`config.mk`:
```
export PLATFORM = sky130hd
export DESIGN_NAME = cond_logic_flat
export DESIGN_NICKNAME = d
export VERILOG_FILES = /design/src/rtl/cond_logic_if.sv /design/src/rtl/cond_logic.sv /design/src/flat_wrapper.sv
export SDC_FILE = /design/constraint.sdc
export NUM_CORES = 1
export LEC_CHECK = 0
export BUFFER_PORTS_ARGS = -buffer_cell sky130_fd_sc_hd__buf_2
export CAP_MARGIN = 25
export CORE_MARGIN = 3
export CORE_UTILIZATION = 25
export CTS_CLUSTER_SIZE = 28
export DETAILED_ROUTE_END_ITERATION = 8
export GPL_ROUTABILITY_DRIVEN = 0
export HOLD_SLACK_MARGIN = 0.06
export PLACE_DENSITY = 0.53
export REMOVE_ABC_BUFFERS = 1
export SYNTH_ARGS = -nofsm -noshare
export SYNTH_HDL_FRONTEND = slang
export SYNTH_SLANG_ARGS = --single-unit
export TNS_END_PERCENT = 10
```
`constraint.sdc`:
```
create_clock -name clk -period 1.81 [get_ports clk]
set_input_delay 0.181 -clock clk [delete_from_list [all_inputs] [get_ports clk]]
set_output_delay 0.181 -clock clk [all_outputs]
set_load 0.05 [all_outputs]
```
`src/rtl/cond_logic_if.sv`:
```
// Signal bundle between the decoder/control FSM and the conditional-execution stage.
// master = decoder/FSM side, slave = cond_logic.
interface cond_logic_if #(
    parameter int CNT_W = 16
);
    logic [3:0]       Cond;
    logic [3:0]       ALUFlags;
    logic [1:0]       FlagW;
    logic             PCS;
    logic             NextPC;
    logic             RegW;
    logic             MemW;
    logic             IRWrite;
    logic             PCWrite;
    logic             RegWrite;
    logic             MemWrite;
    logic [3:0]       Flags;
    logic             CondExDelayed;
    logic [CNT_W-1:0] SkipCount;

    modport master (
        output Cond, ALUFlags, FlagW, PCS, NextPC, RegW, MemW, IRWrite,
        input  PCWrite, RegWrite, MemWrite, Flags, CondExDelayed, SkipCount
    );

    modport slave (
        input  Cond, ALUFlags, FlagW, PCS, NextPC, RegW, MemW, IRWrite,
        output PCWrite, RegWrite, MemWrite, Flags, CondExDelayed, SkipCount
    );
endinterface

```
`src/rtl/cond_logic.sv`:
```
// Conditional-execution stage: owns NZCV, evaluates ARM condition codes, gates the
// raw write strobes and counts condition-failed instructions (saturating).
module cond_logic #(
    parameter int CNT_W = 16
) (
    input  logic         clk,
    input  logic         reset,
    cond_logic_if.slave  bus
);
    logic [3:0]       flags_q, flags_d;
    logic             cond_ex_delayed_q;
    logic             decode_pending_q;
    logic [CNT_W-1:0] skip_count_q, skip_count_d;
    logic             cond_ex;
    logic [1:0]       flag_write;
    logic             n_f, z_f, c_f, v_f;

    assign {n_f, z_f, c_f, v_f} = flags_q;

    // Evaluated against the registered flags only, so a flag update lands next cycle.
    always_comb begin
        cond_ex = 1'b0;
        case (bus.Cond)
            4'b0000: cond_ex = z_f;
            4'b0001: cond_ex = ~z_f;
            4'b0010: cond_ex = c_f;
            4'b0011: cond_ex = ~c_f;
            4'b0100: cond_ex = n_f;
            4'b0101: cond_ex = ~n_f;
            4'b0110: cond_ex = v_f;
            4'b0111: cond_ex = ~v_f;
            4'b1000: cond_ex = c_f & ~z_f;
            4'b1001: cond_ex = ~c_f | z_f;
            4'b1010: cond_ex = (n_f == v_f);
            4'b1011: cond_ex = (n_f != v_f);
            4'b1100: cond_ex = ~z_f & (n_f == v_f);
            4'b1101: cond_ex = z_f | (n_f != v_f);
            4'b1110: cond_ex = 1'b1;
            4'b1111: cond_ex = 1'b0;
            default: cond_ex = 1'b0;
        endcase
    end

    assign flag_write = bus.FlagW & {2{cond_ex}};

    always_comb begin
        flags_d = flags_q;
        if (flag_write[1]) flags_d[3:2] = bus.ALUFlags[3:2];
        if (flag_write[0]) flags_d[1:0] = bus.ALUFlags[1:0];
    end

    always_comb begin
        skip_count_d = skip_count_q;
        if (decode_pending_q && !cond_ex && (skip_count_q != {CNT_W{1'b1}}))
            skip_count_d = skip_count_q + {{(CNT_W-1){1'b0}}, 1'b1};
    end

    always_ff @(posedge clk) begin
        if (reset) begin
            flags_q           <= 4'b0000;
            cond_ex_delayed_q <= 1'b0;
            decode_pending_q  <= 1'b0;
            skip_count_q      <= '0;
        end else begin
            flags_q           <= flags_d;
            cond_ex_delayed_q <= cond_ex;
            decode_pending_q  <= bus.IRWrite;
            skip_count_q      <= skip_count_d;
        end
    end

    // Fetch (NextPC) bypasses the condition entirely.
    assign bus.PCWrite       = (bus.PCS & cond_ex_delayed_q) | bus.NextPC;
    assign bus.RegWrite      = bus.RegW & cond_ex_delayed_q;
    assign bus.MemWrite      = bus.MemW & cond_ex_delayed_q;
    assign bus.Flags         = flags_q;
    assign bus.CondExDelayed = cond_ex_delayed_q;
    assign bus.SkipCount     = skip_count_q;
endmodule
```
`src/flat_wrapper.sv`:
```
// flat-port wrapper written by rule: the top's interface ports become plain ports
module cond_logic_flat 
#(
    parameter int CNT_W = 16
)
  (clk, reset, bus_Cond, bus_ALUFlags, bus_FlagW, bus_PCS, bus_NextPC, bus_RegW, bus_MemW, bus_IRWrite, bus_PCWrite, bus_RegWrite, bus_MemWrite, bus_Flags, bus_CondExDelayed, bus_SkipCount);
  cond_logic_if #(.CNT_W(CNT_W)) bus_i ();
  input  logic clk;
  input  logic reset;
  input wire logic [$bits(bus_i.Cond)-1:0] bus_Cond;
  input wire logic [$bits(bus_i.ALUFlags)-1:0] bus_ALUFlags;
  input wire logic [$bits(bus_i.FlagW)-1:0] bus_FlagW;
  input wire logic [$bits(bus_i.PCS)-1:0] bus_PCS;
  input wire logic [$bits(bus_i.NextPC)-1:0] bus_NextPC;
  input wire logic [$bits(bus_i.RegW)-1:0] bus_RegW;
  input wire logic [$bits(bus_i.MemW)-1:0] bus_MemW;
  input wire logic [$bits(bus_i.IRWrite)-1:0] bus_IRWrite;
  output wire logic [$bits(bus_i.PCWrite)-1:0] bus_PCWrite;
  output wire logic [$bits(bus_i.RegWrite)-1:0] bus_RegWrite;
  output wire logic [$bits(bus_i.MemWrite)-1:0] bus_MemWrite;
  output wire logic [$bits(bus_i.Flags)-1:0] bus_Flags;
  output wire logic [$bits(bus_i.CondExDelayed)-1:0] bus_CondExDelayed;
  output wire logic [$bits(bus_i.SkipCount)-1:0] bus_SkipCount;
  assign bus_i.Cond = bus_Cond;
  assign bus_i.ALUFlags = bus_ALUFlags;
  assign bus_i.FlagW = bus_FlagW;
  assign bus_i.PCS = bus_PCS;
  assign bus_i.NextPC = bus_NextPC;
  assign bus_i.RegW = bus_RegW;
  assign bus_i.MemW = bus_MemW;
  assign bus_i.IRWrite = bus_IRWrite;
  assign bus_PCWrite = bus_i.PCWrite;
  assign bus_RegWrite = bus_i.RegWrite;
  assign bus_MemWrite = bus_i.MemWrite;
  assign bus_Flags = bus_i.Flags;
  assign bus_CondExDelayed = bus_i.CondExDelayed;
  assign bus_SkipCount = bus_i.SkipCount;
  cond_logic #(.CNT_W(CNT_W)) u_core (.clk(clk), .reset(reset), .bus(bus_i));
endmodule
```
==> results of run 1 <==
-- layout make-up --
type | instances | area, µm²
Fill cell | 446 | 2540
Multi-Input combinational cell | 109 | 858
Inverter | 2 | 7.51
Sequential cell | 22 | 445
Tap cell | 52 | 65.1
Clock buffer | 4 | 55.1
Timing Repair Buffer | 82 | 531
-- cell usage after synthesis --
| cell | number |
|---|---|
| nor3_1 | 1 |
| nor3b_1 | 1 |
| nand2_1 | 9 |
| ha_1 | 1 |
| xor2_1 | 2 |
| nand4_1 | 7 |
| or3b_2 | 1 |
| inv_1 | 2 |
| nand3_1 | 4 |
| mux2i_1 | 7 |
| a21boi_2 | 2 |
| buf_2 | 2 |
| a2111oi_2 | 1 |
| a21oi_1 | 14 |
| o2111ai_2 | 1 |
| o41ai_1 | 1 |
| and2_1 | 2 |
| nand3_2 | 1 |
| nand4bb_1 | 1 |
| xnor2_1 | 2 |
| o211ai_1 | 1 |
| and4_1 | 1 |
| o21a_1 | 1 |
| clkbuf_1 | 2 |
| and3_1 | 1 |
| or3_1 | 9 |
| nor4_1 | 1 |
| mux2_2 | 1 |
| buf_6 | 2 |
| a2bb2oi_1 | 1 |
| nor2b_1 | 3 |
| nand3b_1 | 1 |
| o22ai_4 | 1 |
| a21o_1 | 1 |
| or4_1 | 3 |
| o31ai_1 | 3 |
| o21ai_0 | 9 |
| a31oi_1 | 1 |
| and3b_1 | 1 |
| nor2_1 | 10 |
| dfxtp_1 | 22 |
| or4_4 | 1 |
-- how the worst min path moves through the flow --
stage,from,to,slack (ns),cells after the start
2_1_floorplan,reset,u_core.bus.CondExDelayed,0.25,1
3_3_place_gp,bus_IRWrite,u_core.decode_pending_q,0.41,2
3_5_place_dp,bus_IRWrite,u_core.decode_pending_q,0.41,2
4_1_cts,bus_IRWrite,u_core.decode_pending_q,0.14,2
5_1_grt,bus_IRWrite,u_core.decode_pending_q,0.16,2
6_report,bus_IRWrite,u_core.decode_pending_q,0.13,2
-- state kept, by name (all words and copies together) (netlist names) --
name	count
u_core.decode_pending_q	1
u_core.bus.CondExDelayed	1
u_core.bus.SkipCount	16
u_core.bus.Flags	4
-- power breakdown --
| part | internal [µW] | switching (µW) | total (µW) | leakage, µW |
|---|---|---|---|---|
| clock network | 194 | 164 | 358 | 0.0000288 |
| registers | 496 | 11.9 | 508 | 0.000179 |
| logic | 126 | 164 | 290 | 0.000646 |
| total | 815 | 340 | 1160 | 0.000854 |
-- logic make-up after synthesis --
| kind of cell | after synthesis | share of synthesized area |
|---|---|---|
| muxes | 8 | 0.0672 |
| and+or+nand+nor | 58 | 0.278 |
| xor gates and xnor gates | 4 | 0.0290 |
| adders and majority gates | 1 | 0.0103 |
| DFF | 22 | 0.364 |
| buffers and inverters | 8 | 0.0393 |
| AOI/OAI and AO/OA | 37 | 0.212 |
-- layout by cell type, fill, tap and decap left out, types with 7 or more instances in the layout --
| master | instances |
|---|---|
| nor2_1 | 10 |
| a21oi_1 | 12 |
| or3_1 | 9 |
| o21ai_0 | 7 |
| nand4_1 | 7 |
| mux2i_1 | 7 |
| nand2_1 | 8 |
| dfxtp_1 | 20 |
| buf_4 | 38 |
| buf_2 | 40 |
-- routing by layer --
| metal | track usage | vias up | share of wire | wire length, µm |
|---|---|---|---|---|
| met2 | 0.212 | 37 | 0.47 | 1620 |
| met4 | 0.0291 | 0 | 0.014 | 49 |
| met1 | 0.168 | 594 | 0.47 | 1610 |
| met5 | 0 | - | 0 | 0 |
| met3 | 0.0317 | 7 | 0.051 | 178 |
| li1 | - | 688 | - | - |
-- critical path, stage by stage (launching register included) --
cell	delay (ns)
dfxtp_2	0.34
or4_4	0.42
o22ai_4	0.32
buf_6	0.15
nand4_1	0.11
buf_4	0.18
xnor2_2	0.11
nor2b_2	0.14
-- metrics by stage --
step                      cell area [µm²]  hold WS, ns  utilization
after floorplan                      1170        0.250            -
after global placement               1730        0.409        0.384
after detailed placement             1730        0.415        0.384
after CTS                            1890        0.136        0.420
after global routing                 1960        0.163        0.436
final                                1960        0.134        0.436
-- what timing repair did --
item                       CTS  global route
setup endpoints to repair   20            20
cloned                       1             0
gates resized for setup     14            15
pin swaps                   18             8
setup buffers                3             0
==> metrics, run 1 <==
Vias/cell 4.89; Port Buf Inserts 40; area added between synthesis and finish 62.2%; worst vdd ir 0.294 mV; Mean Syn Cell Area 8.77 µm²; CTS max path bufs 2; post-synthesis cell count 138; crit path time final 1.89 ns; post-route setup slack -0.0785 ns; Max Freq 0.530 GHz; Yosys warning total 0; library cells used by synthesis 42; Die Ht 75.6 µm; die area 0.00571 mm²; crit path DAT 2.04 ns; Final setup viols 10; initial core utilization 0.269; Num Clock Sinks 22; CP Class reg -> reg; RSZ-0062 raised after global routing true; Final Max Tran Viols 0; area leader, netlist dfxtp_1; initial antenna violation count 0; row cnt 24; Tot GR Track Use 0.128; First-pass DRT Iterations 4; placed insts 263; Worst-path clk slew 0.08 ns; core area 0.00450 mm²; crit start category flip-flop; Non-Filler Instances 271; worst r2r src u_core.bus.Flags[2]; CP Capture Type flip-flop; worst skew pair latency 0.27 ns; largest net degree at the start of global routing 23; vias in the first global route 1286; Detailed Route Iter0 Violations 69; Seq cells post-synth 22; clk root buf clkbuf_8; Max Cap Viol 0; Leakage 0.000854 µW; placed wire-length estimate 2.56 mm; PwrDens 589 mW/mm²; period utilization 1.04; post-route antenna net violation count 0; Residual DRC 0; CP Capture Point u_core.bus.SkipCount[8]; WL/cell 12.8 µm; final setup skew 0.00722 ns; total power of the final layout 1160 µW; Crit. Startpoint u_core.bus.Flags[2]; status finished, violations left; Max Fanout on Critical Path 7; R2R setup slack -0.08 ns; Post-CTS Hold Fix Bufs 0; Vias 1326; gr ovfl total 0; worst reg2reg endpoint u_core.bus.SkipCount[8]; Max-slew headroom 0.700; Setup TNS -0.403 ns; ant diodes 0; Die X 75.6 µm; Synth top area share 0.364; DRT Wirelength 3.46 mm; H-tree depth 1; Mapped Area 0.00121 mm²; wire length of the first global-routing pass 5.69 mm; final-stage net count 238; share of layout cells above drive strength 1 0.507; Area contributors post-synth dfxtp_1, a21oi_1, mux2i_1, or3_1, o21ai_0; Final Hold Vio Count 0; io pins 41; path depth of the worst reg2reg path 7; Post-Place Worst Slack -0.257 ns; failing checks negative setup slack; Seq/Total Area, Yosys 0.364; Worst Path Required 1.96 ns; Worst-Margin Slew 0.450 ns; Hold WC Path Type in -> reg; CTS tree yes; CTS buffer count 3
Note: power is estimated with default switching activity, not from simulation.
==> inputs of run 2 (changes only) <==
--- a/config.mk
+++ b/config.mk
@@ -12,8 +12,9 @@
 export CTS_CLUSTER_SIZE = 28
 export DETAILED_ROUTE_END_ITERATION = 8
 export GPL_ROUTABILITY_DRIVEN = 0
+export GPL_TIMING_DRIVEN = 0
 export HOLD_SLACK_MARGIN = 0.06
-export PLACE_DENSITY = 0.53
+export PLACE_DENSITY = 0.52
 export REMOVE_ABC_BUFFERS = 1
 export SYNTH_ARGS = -nofsm -noshare
 export SYNTH_HDL_FRONTEND = slang
==> constraint.sdc (replaced) <==
create_clock -name clk -period 2.2 [get_ports clk]
set_input_delay 0.22 -clock clk [delete_from_list [all_inputs] [get_ports clk]]
set_output_delay 0.22 -clock clk [all_outputs]
set_load 0.05 [all_outputs]
==> run 2 against run 1 <==
The flow now finishes without violations. Final cell count decreased by 14%. Cell area decreased by 20%. Sequential share of layout area increased by 5.5 points. Non-clock buffer count decreased by 38. Count of clock-buffer cells in the layout unchanged. Hold slack improved by 0.037 ns. Critical endpoint is now u_core.bus.SkipCount[4].
==> metrics, run 2 (synthesis results as in run 1) <==
status complete, no violations; Port Buf Inserts 40; core area 0.00450 mm²; Worst-Margin Slew 0.531 ns; Die Ht 75.6 µm; CP Class reg -> reg; final-stage net count 199; Tot GR Track Use 0.117; Final Max Tran Viols 0; Residual DRC 0; Vias 1168; initial antenna violation count 0; Hold Startpoint bus_IRWrite; Final Hold Vio Count 0; period utilization 0.945; clk root buf clkbuf_8; buffers plus inverters on the worst setup path 1; placed wire-length estimate 2.22 mm; initial core utilization 0.269; hold_ws 0.170 ns; path depth of the worst reg2reg path 6; Worst-path clk slew 0.08 ns; CP top delay family simple AND/OR/NAND/NOR gates; RSZ-0062 raised after global routing true; CP cell instances or4_4 > o22ai_4 > nand3_4 > buf_4 > or3_1 > a21oi_1; hold path depth 2; Vias/cell 5.03; crit path time final 2.08 ns; area occupied by multi-input gates 766 µm²; Worst Hold End u_core.decode_pending_q; gr ovfl total 0; R2R setup slack 0.12 ns; Detailed Route Iter0 Violations 38; Setup TNS 0 ns; crit path DAT 2.28 ns; placed insts 224; Slowest-stage cell, CP or4_4; io pins 41; Reg area 440 µm²; Final setup viols 0; share of layout cells above drive strength 1 0.328; Max Fanout on Critical Path 12; CTS max path bufs 2; Worst Path Required 2.40 ns; H-tree depth 1; Non-Filler Instances 232; First-pass DRT Iterations 4; ant diodes 0; wire length of the first global-routing pass 5.21 mm; CTS tree yes; post-route antenna net violation count 0; PwrDens 571 mW/mm²; max reg flops 16; row cnt 24; CTS buffer count 3; delay of the slowest critical-path stage 0.57 ns; CP Capture Type flip-flop; largest net degree at the start of global routing 23; die area 0.00571 mm²; area added between synthesis and finish 29.3%; DRT Wirelength 3.07 mm; Max-slew headroom 0.641; Max Cap Viol 0; WL/cell 13.2 µm; worst skew pair latency 0.26 ns; commonest cells after routing, fill and taps aside buf_2, dfxtp_1, a21oi_1; Leakage 0.000609 µW; worst reg2reg endpoint u_core.bus.SkipCount[4]; worst r2r src u_core.bus.Flags[2]; Die X 75.6 µm; Num Clock Sinks 22; Hold WC Path Type in -> reg; final setup skew 0.00291 ns; most common cell after layout, fill and taps aside buf_2; vias in the first global route 1123; worst vdd ir 0.262 mV; Max Freq 0.481 GHz; Filler cells 481; crit start category flip-flop
run 2: changes by cell type in the layout (fill, tap and decap cells not counted), sizes merged:
cell	change
buf	-38
nand3	-1
run 2: stage by stage:
step | area [µm²] | setup slack, ns | power (µW) | util
global route | 1560 | -0.0192 | 943 | 0.347
global placement | 1440 | -0.0692 | 591 | 0.319
CTS | 1510 | 0.0141 | 893 | 0.334
finish | 1560 | 0.122 | 894 | 0.347
detailed placement | 1440 | -0.0690 | 592 | 0.319
floorplan | 1170 | -0.0797 | 537 | -
run 2: metal layers:
metal	vias to the layer above	global-route usage	part of all wire
li1	602	-	-
met1	539	0.152	0.48
met2	22	0.189	0.48
met3	5	0.0277	0.034
met4	0	0.0408	0.014
met5	-	0	0
run 2: worst max path at each step:
stage / depth (start not counted) / start / slack (ns) / endpoint
after detailed placement: 5 / u_core.bus.Flags[2] / -0.07 / u_core.bus.SkipCount[5]
after CTS: 7 / u_core.bus.SkipCount[0] / 0.01 / u_core.bus.SkipCount[5]
after floorplan: 5 / u_core.bus.Flags[2] / -0.08 / u_core.bus.SkipCount[5]
after global placement: 5 / u_core.bus.Flags[2] / -0.07 / u_core.bus.SkipCount[5]
after global routing: 5 / u_core.bus.Flags[2] / -0.02 / u_core.bus.SkipCount[5]
final: 6 / u_core.bus.Flags[2] / 0.12 / u_core.bus.SkipCount[4]
run 2: layout make-up:
type / count / area share
clock buffer: 4 / 0.0352
timing repair buffer: 44 / 0.147
inverter: 2 / 0.00480
multi-input combinational: 108 / 0.490
tap: 52 / 0.0416
sequential: 22 / 0.282
run 2: what timing repair did:
action,CTS,global route
pin swaps,1,2
endpoints found under the setup margin,3,15
setup buffers,1,3
hold buffers,0,0
gates resized for setup,1,4
run 2: report_power, final:
group | internal, µW | leakage [µW] | switching [µW]
combinational | 63.1 | 0.000402 | 117
clock | 160 | 0.0000288 | 134
sequential | 408 | 0.000178 | 12.7
total | 630 | 0.000609 | 263
==> inputs of run 3 (changes only) <==
--- a/config.mk
+++ b/config.mk
@@ -5,6 +5,7 @@
 export SDC_FILE = /design/constraint.sdc
 export NUM_CORES = 1
 export LEC_CHECK = 0
+export ABC_AREA = 1
 export BUFFER_PORTS_ARGS = -buffer_cell sky130_fd_sc_hd__buf_2
 export CAP_MARGIN = 25
 export CORE_MARGIN = 3
@@ -14,7 +15,7 @@
 export GPL_ROUTABILITY_DRIVEN = 0
 export GPL_TIMING_DRIVEN = 0
 export HOLD_SLACK_MARGIN = 0.06
-export PLACE_DENSITY = 0.52
+export PLACE_DENSITY = 0.51
 export REMOVE_ABC_BUFFERS = 1
 export SYNTH_ARGS = -nofsm -noshare
 export SYNTH_HDL_FRONTEND = slang
==> run 3 against run 2 <==
Largest cell class unchanged. Worst setup slack gained 0.12 ns. Utilization is 2.6 points lower. Critical path depth is 2 higher. Hold slack worse by 0.022 ns. Cell area is 7.5% higher. Power up 1.2%. Sequential power about the same. Critical endpoint is now u_core.bus.SkipCount[2]. Synthesized area rose by 14%. Clock skew grew 0.00067 ns. Global-route usage down 0.39 points. Sequential share of layout area down 2.0 points. Largest power group unchanged.
==> metrics, run 3 <==
library cells used by synthesis 27; Port Buf Inserts 40; post-route setup slack 0.237 ns; final setup skew 0.00358 ns; delay of the slowest critical-path stage 0.41 ns; met2 Track Usage GR 0.190; met1 Use GR 0.140; Seq cells post-synth 22; Hold WC Path Type in -> reg; top cells by count, synth nand2_1, nand3_1, dfxtp_1; Leakage 0.000735 µW; Seq/Total Area, Yosys 0.319; Final Max Tran Viols 0; clk root buf clkbuf_8; worst r2r src u_core.bus.SkipCount[1]; row cnt 26; Vias/cell 4.46; core area 0.00524 mm²; total power of the final layout 905 µW; CTS tree yes; DRT Wirelength 3.54 mm; Max Fanout on Critical Path 17; Mapped Area 0.00138 mm²; largest net degree at the start of global routing 22; most common cell after layout, fill and taps aside nand2_1; CTS max path bufs 2; Filler cells 604; Die X 80.3 µm; initial antenna violation count 0; WL/cell 11.4 µm; die area 0.00645 mm²; Yosys warning total 0; period utilization 0.892; worst skew pair latency 0.27 ns; Slowest-stage cell, CP dfxtp_1; crit path DAT 2.17 ns; Worst Hold End u_core.decode_pending_q; initial core utilization 0.264; hold_ws 0.149 ns; Residual DRC 0; most common cell in the synthesized netlist nand2_1; Post-Place Worst Slack 0.0473 ns; grt peak-use layer met2; Max Freq 0.509 GHz; Worst Path Required 2.40 ns; vias in the first global route 1300; worst vdd ir 0.319 mV; hold path depth 3; io pins 41; CTS buffer count 3; Final Hold Vio Count 0; crit start category flip-flop; CP Capture Type flip-flop; Post-synth EDFFs 0; Die Ht 80.3 µm; CP top delay family simple AND/OR/NAND/NOR gates; area leader, netlist dfxtp_1; gr ovfl total 0; Non-Filler Instances 309; Max Cap Viol 0; Hold Startpoint bus_IRWrite; ys flop type dfxtp_1; H-tree depth 1; path depth of the worst reg2reg path 8; PwrDens 538 mW/mm²; post-synthesis cell count 202; Area contributors post-synth dfxtp_1, nand2_1, nand3_1, xor2_1, a21oi_1; Post-CTS Hold Fix Bufs 0; commonest cells after routing, fill and taps aside nand2_1, buf_2, nand3_1; CP cell instances ha_1 > nand2_2 > nor3_2 > nand3_1 > o31a_4 > nand2_8 > nand2_1 > a21oi_2; final-stage net count 258; buffers plus inverters on the worst setup path 0; worst reg2reg endpoint u_core.bus.SkipCount[2]; R2R setup slack 0.24 ns; status complete, no violations; CP Class reg -> reg; area added between synthesis and finish 21.7%; max reg flops 16; Tot GR Track Use 0.113; Detailed Route Iter0 Violations 45; Worst-path clk slew 0.08 ns; asr flop ratio synth 0; RSZ-0062 raised after global routing false; placed insts 305; First-pass DRT Iterations 4; Vias 1378; placed wire-length estimate 2.65 mm; Synth top area share 0.319; ant diodes 0; crit path time final 1.96 ns; post-route antenna net violation count 0; wire length of the first global-routing pass 5.82 mm; Worst-Margin Slew 0.473 ns; GR Layer Usage met3 0.0325; Num Clock Sinks 22; Max-slew headroom 0.685; Mean Syn Cell Area 6.84 µm²; share of layout cells above drive strength 1 0.238; Final setup viols 0
==> run 3: cell count changes after synthesis, moves of 5 or more <==
cell     before  now
mux2i_1       7    0
nor3_1        1    6
nor2_1       10   16
a21oi_2       0    6
nand2_1       9   53
o21ai_0       9    1
xor2_1        2   10
nand3_1       4   28
or3_1         9    0
inv_1         2   16
==> run 3: cells by family after synthesis <==
family,count (synthesis),synth area share
adders and majority gates,1,0.00906
and+or+nand+nor,115,0.381
xor gates and xnor gates,15,0.0951
buffers and inverters,24,0.0833
DFF,22,0.319
AOI/OAI and AO/OA,25,0.112
==> run 3: layout make-up <==
cell class | instances | area [µm²] | share of cell area
multi-input combinational | 156 | 835 | 0.496
inverter | 17 | 63.8 | 0.0379
tap | 70 | 87.6 | 0.0521
timing repair buffer | 40 | 200 | 0.119
clock buffer | 4 | 55.1 | 0.0327
sequential | 22 | 440 | 0.262
==> run 3: worst max path at each step <==
stage	start	end	slack [ns]	cells after the start
2_1_floorplan	u_core.bus.SkipCount[1]	u_core.bus.SkipCount[2]	-0.07	8
3_3_place_gp	u_core.bus.SkipCount[1]	u_core.bus.SkipCount[4]	0.07	8
3_5_place_dp	u_core.bus.SkipCount[1]	u_core.bus.SkipCount[6]	0.05	8
4_1_cts	u_core.bus.SkipCount[0]	u_core.bus.SkipCount[4]	0.02	8
5_1_grt	u_core.bus.SkipCount[1]	u_core.bus.SkipCount[9]	0.05	8
6_report	u_core.bus.SkipCount[1]	u_core.bus.SkipCount[2]	0.24	8
==> run 3: metrics by stage <==
step | utilization | TNS, ns | area [µm²]
floorplan | - | -1.02 | 1330
global placement | 0.309 | 0 | 1620
detailed placement | 0.309 | 0 | 1620
CTS | 0.319 | 0 | 1670
global route | 0.321 | 0 | 1680
finish | 0.321 | 0 | 1680
==> run 3: tightest hold or removal path: cells and delay by family <==
kind / cells / cell delay, ns
buffers and inverters: 2 / 0.13
AND/OR/NAND/NOR: 1 / 0.03
==> run 3: power by group <==
part | switching [µW] | internal (µW)
combinational | 135 | 49.9
clock | 140 | 160
sequential | 10.3 | 409
==> run 3: repair_timing <==
item | CTS | global route
gates resized for setup | 0 | 2
endpoints found under the setup margin | 0 | 16
setup buffers | 0 | 0
==> run 3: metal layers <==
| metal | vias up | share of wire |
|---|---|---|
| li1 | 736 | - |
| met5 | - | 0 |
| met2 | 35 | 0.45 |
| met3 | 4 | 0.062 |
| met4 | 0 | 0.0071 |
| met1 | 603 | 0.49 |
